[src/rtl/uart_rx.sv]
// UART receiver: 2-flop synchronised line, PRESCALE-oversampled start/data/parity/stop recovery.
// Define UART_RX_MAJORITY_EN to decide each bit by 2-of-3 majority instead of the centre sample.
module uart_rx #(
   parameter int unsigned width    = 8,
   parameter int unsigned PRESCALE = 8
) (
   input  logic             CLK,
   input  logic             Reset,
   input  logic             RX_IN,
   input  logic             Parity_EN,
   input  logic             Parity_type,
   output logic [width-1:0] P_Data,
   output logic             Data_valid,
   output logic             Parity_error,
   output logic             Stop_error,
   output logic             Rx_busy
);

   localparam int unsigned EW = $clog2(PRESCALE);
   localparam int unsigned BW = (width > 1) ? $clog2(width) : 1;

   localparam logic [EW-1:0] SMP_MID   = EW'(PRESCALE / 2);
   localparam logic [EW-1:0] SMP_HI    = EW'(PRESCALE / 2 + 1);
   localparam logic [EW-1:0] EDGE_LAST = EW'(PRESCALE - 1);
   localparam logic [BW-1:0] BIT_LAST  = BW'(width - 1);

   typedef enum logic [2:0] {
      IDLE,
      START,
      DATA,
      PARITY,
      STOP
   } state_t;

   state_t           state, state_nxt;
   logic             rx_meta, rx_s;
   logic [EW-1:0]    edge_cnt, edge_nxt;
   logic [BW-1:0]    bit_cnt, bit_nxt;
   logic [width-1:0] shift_reg, shift_nxt;
   logic [width-1:0] data_nxt;
   logic             smp_mid;
   logic             par_en_q, par_en_nxt;
   logic             par_type_q, par_type_nxt;
   logic             par_err, par_err_nxt;
   logic             dv_nxt, pe_nxt, se_nxt;
   logic             wrap, decide, bit_val;

`ifdef UART_RX_MAJORITY_EN
   localparam logic [EW-1:0] SMP_LO = EW'(PRESCALE / 2 - 1);
   logic smp_lo;

   // Third vote is the live sample on the decision edge itself.
   always_comb begin
      bit_val = (smp_lo & smp_mid) | (smp_lo & rx_s) | (smp_mid & rx_s);
   end
`else
   always_comb begin
      bit_val = smp_mid;
   end
`endif

   always_comb begin
      state_nxt    = state;
      edge_nxt     = edge_cnt;
      bit_nxt      = bit_cnt;
      shift_nxt    = shift_reg;
      data_nxt     = P_Data;
      par_en_nxt   = par_en_q;
      par_type_nxt = par_type_q;
      par_err_nxt  = par_err;
      dv_nxt       = 1'b0;
      pe_nxt       = 1'b0;
      se_nxt       = 1'b0;
      wrap         = (edge_cnt == EDGE_LAST);
      decide       = (edge_cnt == SMP_HI);

      if (state != IDLE) begin
         edge_nxt = wrap ? '0 : edge_cnt + 1'b1;
      end

      unique case (state)
         IDLE: begin
            // The detect cycle is edge 0 of the start bit, so counting resumes at 1.
            if (!rx_s) begin
               state_nxt    = START;
               edge_nxt     = EW'(1);
               bit_nxt      = '0;
               par_err_nxt  = 1'b0;
               par_en_nxt   = Parity_EN;
               par_type_nxt = Parity_type;
            end
         end
         START: begin
            if (decide && bit_val) begin
               state_nxt = IDLE;
               edge_nxt  = '0;
            end else if (wrap) begin
               state_nxt = DATA;
            end
         end
         DATA: begin
            if (decide) begin
               shift_nxt[bit_cnt] = bit_val;
            end
            if (wrap) begin
               if (bit_cnt == BIT_LAST) begin
                  bit_nxt   = '0;
                  state_nxt = par_en_q ? PARITY : STOP;
               end else begin
                  bit_nxt = bit_cnt + 1'b1;
               end
            end
         end
         PARITY: begin
            if (decide) begin
               par_err_nxt = (bit_val != (^shift_reg ^ par_type_q));
            end
            if (wrap) begin
               state_nxt = STOP;
            end
         end
         STOP: begin
            // Leave before the stop bit ends so a back-to-back start edge is not missed.
            if (decide) begin
               state_nxt = IDLE;
               edge_nxt  = '0;
               se_nxt    = !bit_val;
               pe_nxt    = par_err;
               if (bit_val && !par_err) begin
                  data_nxt = shift_reg;
                  dv_nxt   = 1'b1;
               end
            end
         end
         default: begin
            state_nxt = IDLE;
            edge_nxt  = '0;
         end
      endcase
   end

   always_ff @(posedge CLK) begin
      if (Reset) begin
         rx_meta      <= 1'b1;
         rx_s         <= 1'b1;
         state        <= IDLE;
         edge_cnt     <= '0;
         bit_cnt      <= '0;
         shift_reg    <= '0;
         smp_mid      <= 1'b1;
`ifdef UART_RX_MAJORITY_EN
         smp_lo       <= 1'b1;
`endif
         par_en_q     <= 1'b0;
         par_type_q   <= 1'b0;
         par_err      <= 1'b0;
         P_Data       <= '0;
         Data_valid   <= 1'b0;
         Parity_error <= 1'b0;
         Stop_error   <= 1'b0;
         Rx_busy      <= 1'b0;
      end else begin
         rx_meta      <= RX_IN;
         rx_s         <= rx_meta;
         state        <= state_nxt;
         edge_cnt     <= edge_nxt;
         bit_cnt      <= bit_nxt;
         shift_reg    <= shift_nxt;
         if (state != IDLE && edge_cnt == SMP_MID) begin
            smp_mid <= rx_s;
         end
`ifdef UART_RX_MAJORITY_EN
         if (state != IDLE && edge_cnt == SMP_LO) begin
            smp_lo <= rx_s;
         end
`endif
         par_en_q     <= par_en_nxt;
         par_type_q   <= par_type_nxt;
         par_err      <= par_err_nxt;
         P_Data       <= data_nxt;
         Data_valid   <= dv_nxt;
         Parity_error <= pe_nxt;
         Stop_error   <= se_nxt;
         Rx_busy      <= (state_nxt != IDLE);
      end
   end

endmodule
[config.mk]
export PLATFORM = sky130hd
export DESIGN_NAME = uart_rx
export DESIGN_NICKNAME = d
export VERILOG_FILES = /design/src/rtl/uart_rx.sv
export SDC_FILE = /design/constraint.sdc
export NUM_CORES = 1
export LEC_CHECK = 0
export CORE_MARGIN = 4
export CORE_UTILIZATION = 35
export CTS_BUF_LIST = sky130_fd_sc_hd__clkbuf_2 sky130_fd_sc_hd__clkbuf_4 sky130_fd_sc_hd__clkbuf_8
export CTS_CLUSTER_SIZE = 28
export DETAILED_ROUTE_END_ITERATION = 10
export GPL_TIMING_DRIVEN = 0
export SYNTH_ARGS = -nofsm -noshare
export SYNTH_HDL_FRONTEND = slang
export SYNTH_SLANG_ARGS = --single-unit
[constraint.sdc]
create_clock -name CLK -period 4.5 [get_ports CLK]
set_input_delay 0.9 -clock CLK [delete_from_list [all_inputs] [get_ports CLK]]
set_output_delay 0.9 -clock CLK [all_outputs]
set_load 0.01 [all_outputs]
Word level (Yosys, flattened, before mapping)
Cells that the tools add are included.
- output and inout port bits: 12
- bits in registers: 35
- word-level logic and storage cells: 80
- input port bits: 5
- $add $sub $neg: 2
- magnitude comparators: 2
- reductions and logical operators: 19
- bitwise logic cells: 4
- multiplexer cells: 26
- equal/unequal tests: 12
- operators with widths (operator ; number):
    2-to-1 mux 3 bit ; 16
    equality test 3 bit, second input constant ; 5
    case mux 3 bit (5 select lines) ; 1
    case mux 3 bit (4 select lines) ; 1
    AND reduction 3 bit ; 3
    bitwise mux 8 bit ; 1
    XOR reduction 8 bit ; 1
    adder 3 x 1 -> 3 bit, second input constant ; 2
    equality test 3 x 2 -> 1 bit, second input constant ; 2
    != test 2 bit, second input constant ; 3
    case mux 3 bit (2 select lines) ; 1
    nonzero test 3 bit ; 2
    logical AND 1 bit ; 4
    less-than comparator 3 x 4 -> 1 bit, second input constant ; 1
    2-to-1 mux 1 bit ; 4
    AND reduction 2 bit ; 2
    nonzero test 2 bit ; 2
    demux 1 bit (select 3 bit) ; 1
    equality test 3 x 1 -> 1 bit, second input constant ; 1
    greater-or-equal comparator 3 x 1 -> 1 bit, second input constant ; 1
    logical NOT 3 bit ; 1
    inverter 1 bit ; 3
    OR reduction 3 bit ; 1
    logical NOT 1 bit ; 2
    4 further kinds ; 4

Depth between registers and ports, before layout
- depth in word-level cells: 5
- gate-level depth with buffers: 8
- gate-level depth less buffers: 6

Worst setup path after synthesis
OpenSTA, ideal clock, no wires.
- kind: input -> register
- start: input Reset
- end: register P_Data[0]
- data required time: 4.372 ns
- cell stages on the path: 3
- arrival time: 1.497 ns
- slack: 2.875 ns
- buffers on the path: 2
- setup time: 0.128 ns
- cell sequence: clkbuf_1 > clkbuf_1 > nor2_1
- RTL lines (what ; RTL line ; RTL):
    from (decl) ; 8 ; input logic Reset,
    to (signal assigned) ; 180 ; P_Data <= data_nxt;
    to (decl) ; 12 ; output logic [width-1:0] P_Data,
No word-level cell between the ends.

Final worst setup path
- start: input Reset
- end: register bit_cnt[1]
- RTL lines (what ; RTL line ; RTL):
    to (signal assigned) ; 167 ; bit_cnt <= bit_nxt;
    to (decl) ; 38 ; logic [BW-1:0] bit_cnt, bit_nxt;
No word-level cell between the ends.

==> results.toml <==
[run_status]
status = "completed"

[clock_tree]
clockBufferDepth = 2
ctsHoldBuffers = 0
cts_tree = "yes"
cts_buffers = 5
cts-resized-gates = 0
clkTransAtPathRegs_ns = 0.07
cts_setup_buffers = 0
cts_root_buf = "clkbuf_8"
htreeDepth = 2
cts_sinks = 35
insertion_delay_ns = 0.29

[timing]
rsz0062_at_grt = "no"
hold_violations = 0
fmax_ghz = 0.459
slew_headroom_pct = 65.3
setup_ws_ns = 2.32
post-route-min-period_ns = 2.18
max_slew.worst_pin.slew_ns = 0.520
finalSetupViolations = 0
finClkSkew_ns = 0.00284
finalCritPeriodShare_pct = 48.4
tns_ns = 0
drv_slew = 0
whs_ns = 0.411

[worst_setup_path]
path_class = "in -> reg"
crit_fanout = 10
worst_setup_path_start_kind = "input pin"
worstSetupEndpointType = "register"
crit_family = "buffers and inverters"
max_stage_delay_ns = 0.55
crit_top_cell = "clkbuf_1"
path_cells = "clkdlybuf4s50_1 > clkbuf_1 > clkbuf_1 > nor2_1"
cp_num_buf_inv = 3
crit_slowest_cell = "clkdlybuf4s50_1"
arrival_ns = 2.35
required_ns = 4.67

[route]
ant_nets = 0
wl_per_cell_um = 13.3
route.detailed.drc = 0
drt-initial-drc-count = 98
drt-total-wl_mm = 3.39
vias = 1312
vias_per_cell = 5.13
firstDrtPassIters = 4

[global_route]
antenna_found_initial = 0
grt_max_degree = 13
grt_use_total_pct = 12.5
grt_overflow = 0
grt_pass1_vias = 1206
grt_pass1_wl_mm = 5.93

[logic_synthesis]
synthCells = 180
yosysWarnings = 0
synthesis.area_um2 = 1660
ys_seq_area_share_pct = 42.1
synth.avg_cell_area_um2 = 9.24
ys_ff_latch = 35
ys_types = 35
synth_nets = 192

[final_layout]
area_growth_pct = 20.3
final_common_cell = "dfxtp_1"
layout-drive-gt1-share_pct = 7.84
final_cell_area_um2 = 2000
most-common-layout-cells = "dfxtp_1, nor2_1, mux2i_1"
fillers = 436
nets = 215
num_antenna_cells = 0

[power]
comb_power_share_pct = 4.2
max-vdd-ir-drop_mv = 0.234
powerDensity_nw_per_um2 = 312
cellLeakagePower_nw = 0.858
p_switching_uw = 134
p_sw_share_pct = 21.6
internal_power_uw = 489
clock_power_share_pct = 45.2
pwr-share-seq_pct = 50.6

[placed_design]
dp_slack_ns = 1.98
io_buffers = 16
dpl_cell_area_um2 = 1890
gp_congestion = 0.846
hpwl_mm = 2.48

[floorplanning]
rows = 24
die_area_um2 = 5920
coreArea_um2 = 4470
die_h_um = 76.9
io_pins = 17
initial_core_util_pct = 37.2
die_w_um = 76.9

[min_path]
hold_class = "reg -> reg"

[run]
max_cap_viol_count = 0
==> cell usage after synthesis (all sizes together) <==
| library cell | count | area (um2) |
|---|---|---|
| buf | 5 | 25.0 |
| nor2 | 26 | 97.6 |
| xor2 | 2 | 17.5 |
| nand4 | 8 | 50.1 |
| nor2b | 8 | 50.1 |
| nor3 | 4 | 20.0 |
| clkbuf | 4 | 15.0 |
| nand3 | 8 | 40.0 |
| or3 | 1 | 6.26 |
| or3b | 1 | 8.76 |
| o211ai | 2 | 15.0 |
| inv | 5 | 18.8 |
| xnor3 | 1 | 22.5 |
| dfxtp | 35 | 701 |
| and3 | 1 | 6.26 |
| a211oi | 1 | 7.51 |
| a21oi | 5 | 25.0 |
| nand2 | 5 | 18.8 |
| nor4 | 2 | 12.5 |
| xnor2 | 4 | 35.0 |
| nand3b | 2 | 15.0 |
| nand4bb | 1 | 11.3 |
| ha | 7 | 87.6 |
| nor3b | 4 | 41.3 |
| or2 | 2 | 12.5 |
| o21a | 1 | 7.51 |
| nand2b | 1 | 6.26 |
| a31oi | 4 | 25.0 |
| a32o | 1 | 10.0 |
| and2 | 1 | 6.26 |
| o21ai | 6 | 30.0 |
| mux2i | 18 | 180 |
| a211o | 2 | 17.5 |
| and4b | 2 | 20.0 |
==> through the flow <==
stage          power, mW  util, %  instances
2_1_floorplan      0.339        -        180
3_3_place_gp       0.349     42.2        248
3_5_place_dp       0.349     42.2        248
4_1_cts            0.630     44.7        256
5_1_grt            0.648     44.7        256
6_report           0.624     44.7        256
==> final cells by class <==
type / instances / area [um2] / area share, %
multi-input cells: 131 / 903 / 45.2
flip-flops and latches: 35 / 701 / 35.0
repair buffers: 16 / 160 / 8.01
clock buffers: 5 / 68.8 / 3.44
well taps: 52 / 65.1 / 3.25
clock inverters: 3 / 43.8 / 2.19
plain buffers: 9 / 40.0 / 2.00
inverters: 5 / 18.8 / 0.938
==> power groups by stage <==
stage / sequential (mW) / clock [mW] / combinational, mW
floorplan: 0.322 / 0 / 0.0163
global placement: 0.323 / 0 / 0.0261
detailed placement: 0.323 / 0 / 0.0260
CTS: 0.315 / 0.288 / 0.0261
global route: 0.316 / 0.303 / 0.0290
finish: 0.316 / 0.282 / 0.0260
==> worst paths after layout <==
kind / from / endpoint / slack (ns) / depth (start not counted)
min: rx_meta$_SDFF_PP1_ / rx_s$_SDFF_PP1_ / 0.41 / 1
min reg2reg: rx_meta$_SDFF_PP1_ / rx_s$_SDFF_PP1_ / 0.41 / 1
max reg2reg: edge_cnt[1]$_SDFF_PP0_ / P_Data[7]$_SDFFE_PP0P_ / 2.78 / 8
max: Reset / bit_cnt[1]$_SDFFE_PP0P_ / 2.32 / 4
==> routing by layer <==
layer  vias to the layer above  GRT usage, %  share of wire [%]
met5                         -             0                  0
met4                         0          5.43                1.9
met3                         6          3.98                3.2
met2                        19          17.6                 42
met1                       604          17.2                 53
li1                        683             -                  -
==> cells by family (layout without fill, tap and decap cells) <==
kind of cell | Yosys count | count (layout) | share of synthesized area [%]
AOI/OAI and AO/OA | 22 | 22 | 8.28
adders and majority gates | 7 | 7 | 5.27
xor gates and xnor gates | 7 | 7 | 4.51
DFF | 35 | 35 | 42.1
and+or+nand+nor | 77 | 77 | 25.4
muxes | 18 | 18 | 10.8
buffers and inverters | 14 | 38 | 3.54
==> worst register-to-register path: stages (launching register included) <==
cell and delay (ns):
dfxtp_1 0.36, inv_1 0.07, ha_1 0.22, and2_1 0.16, buf_2 0.16, nand4_1 0.09
buf_2 0.27, mux2i_1 0.22, nor2_1 0.05
(Power assumes the default switching activity.)
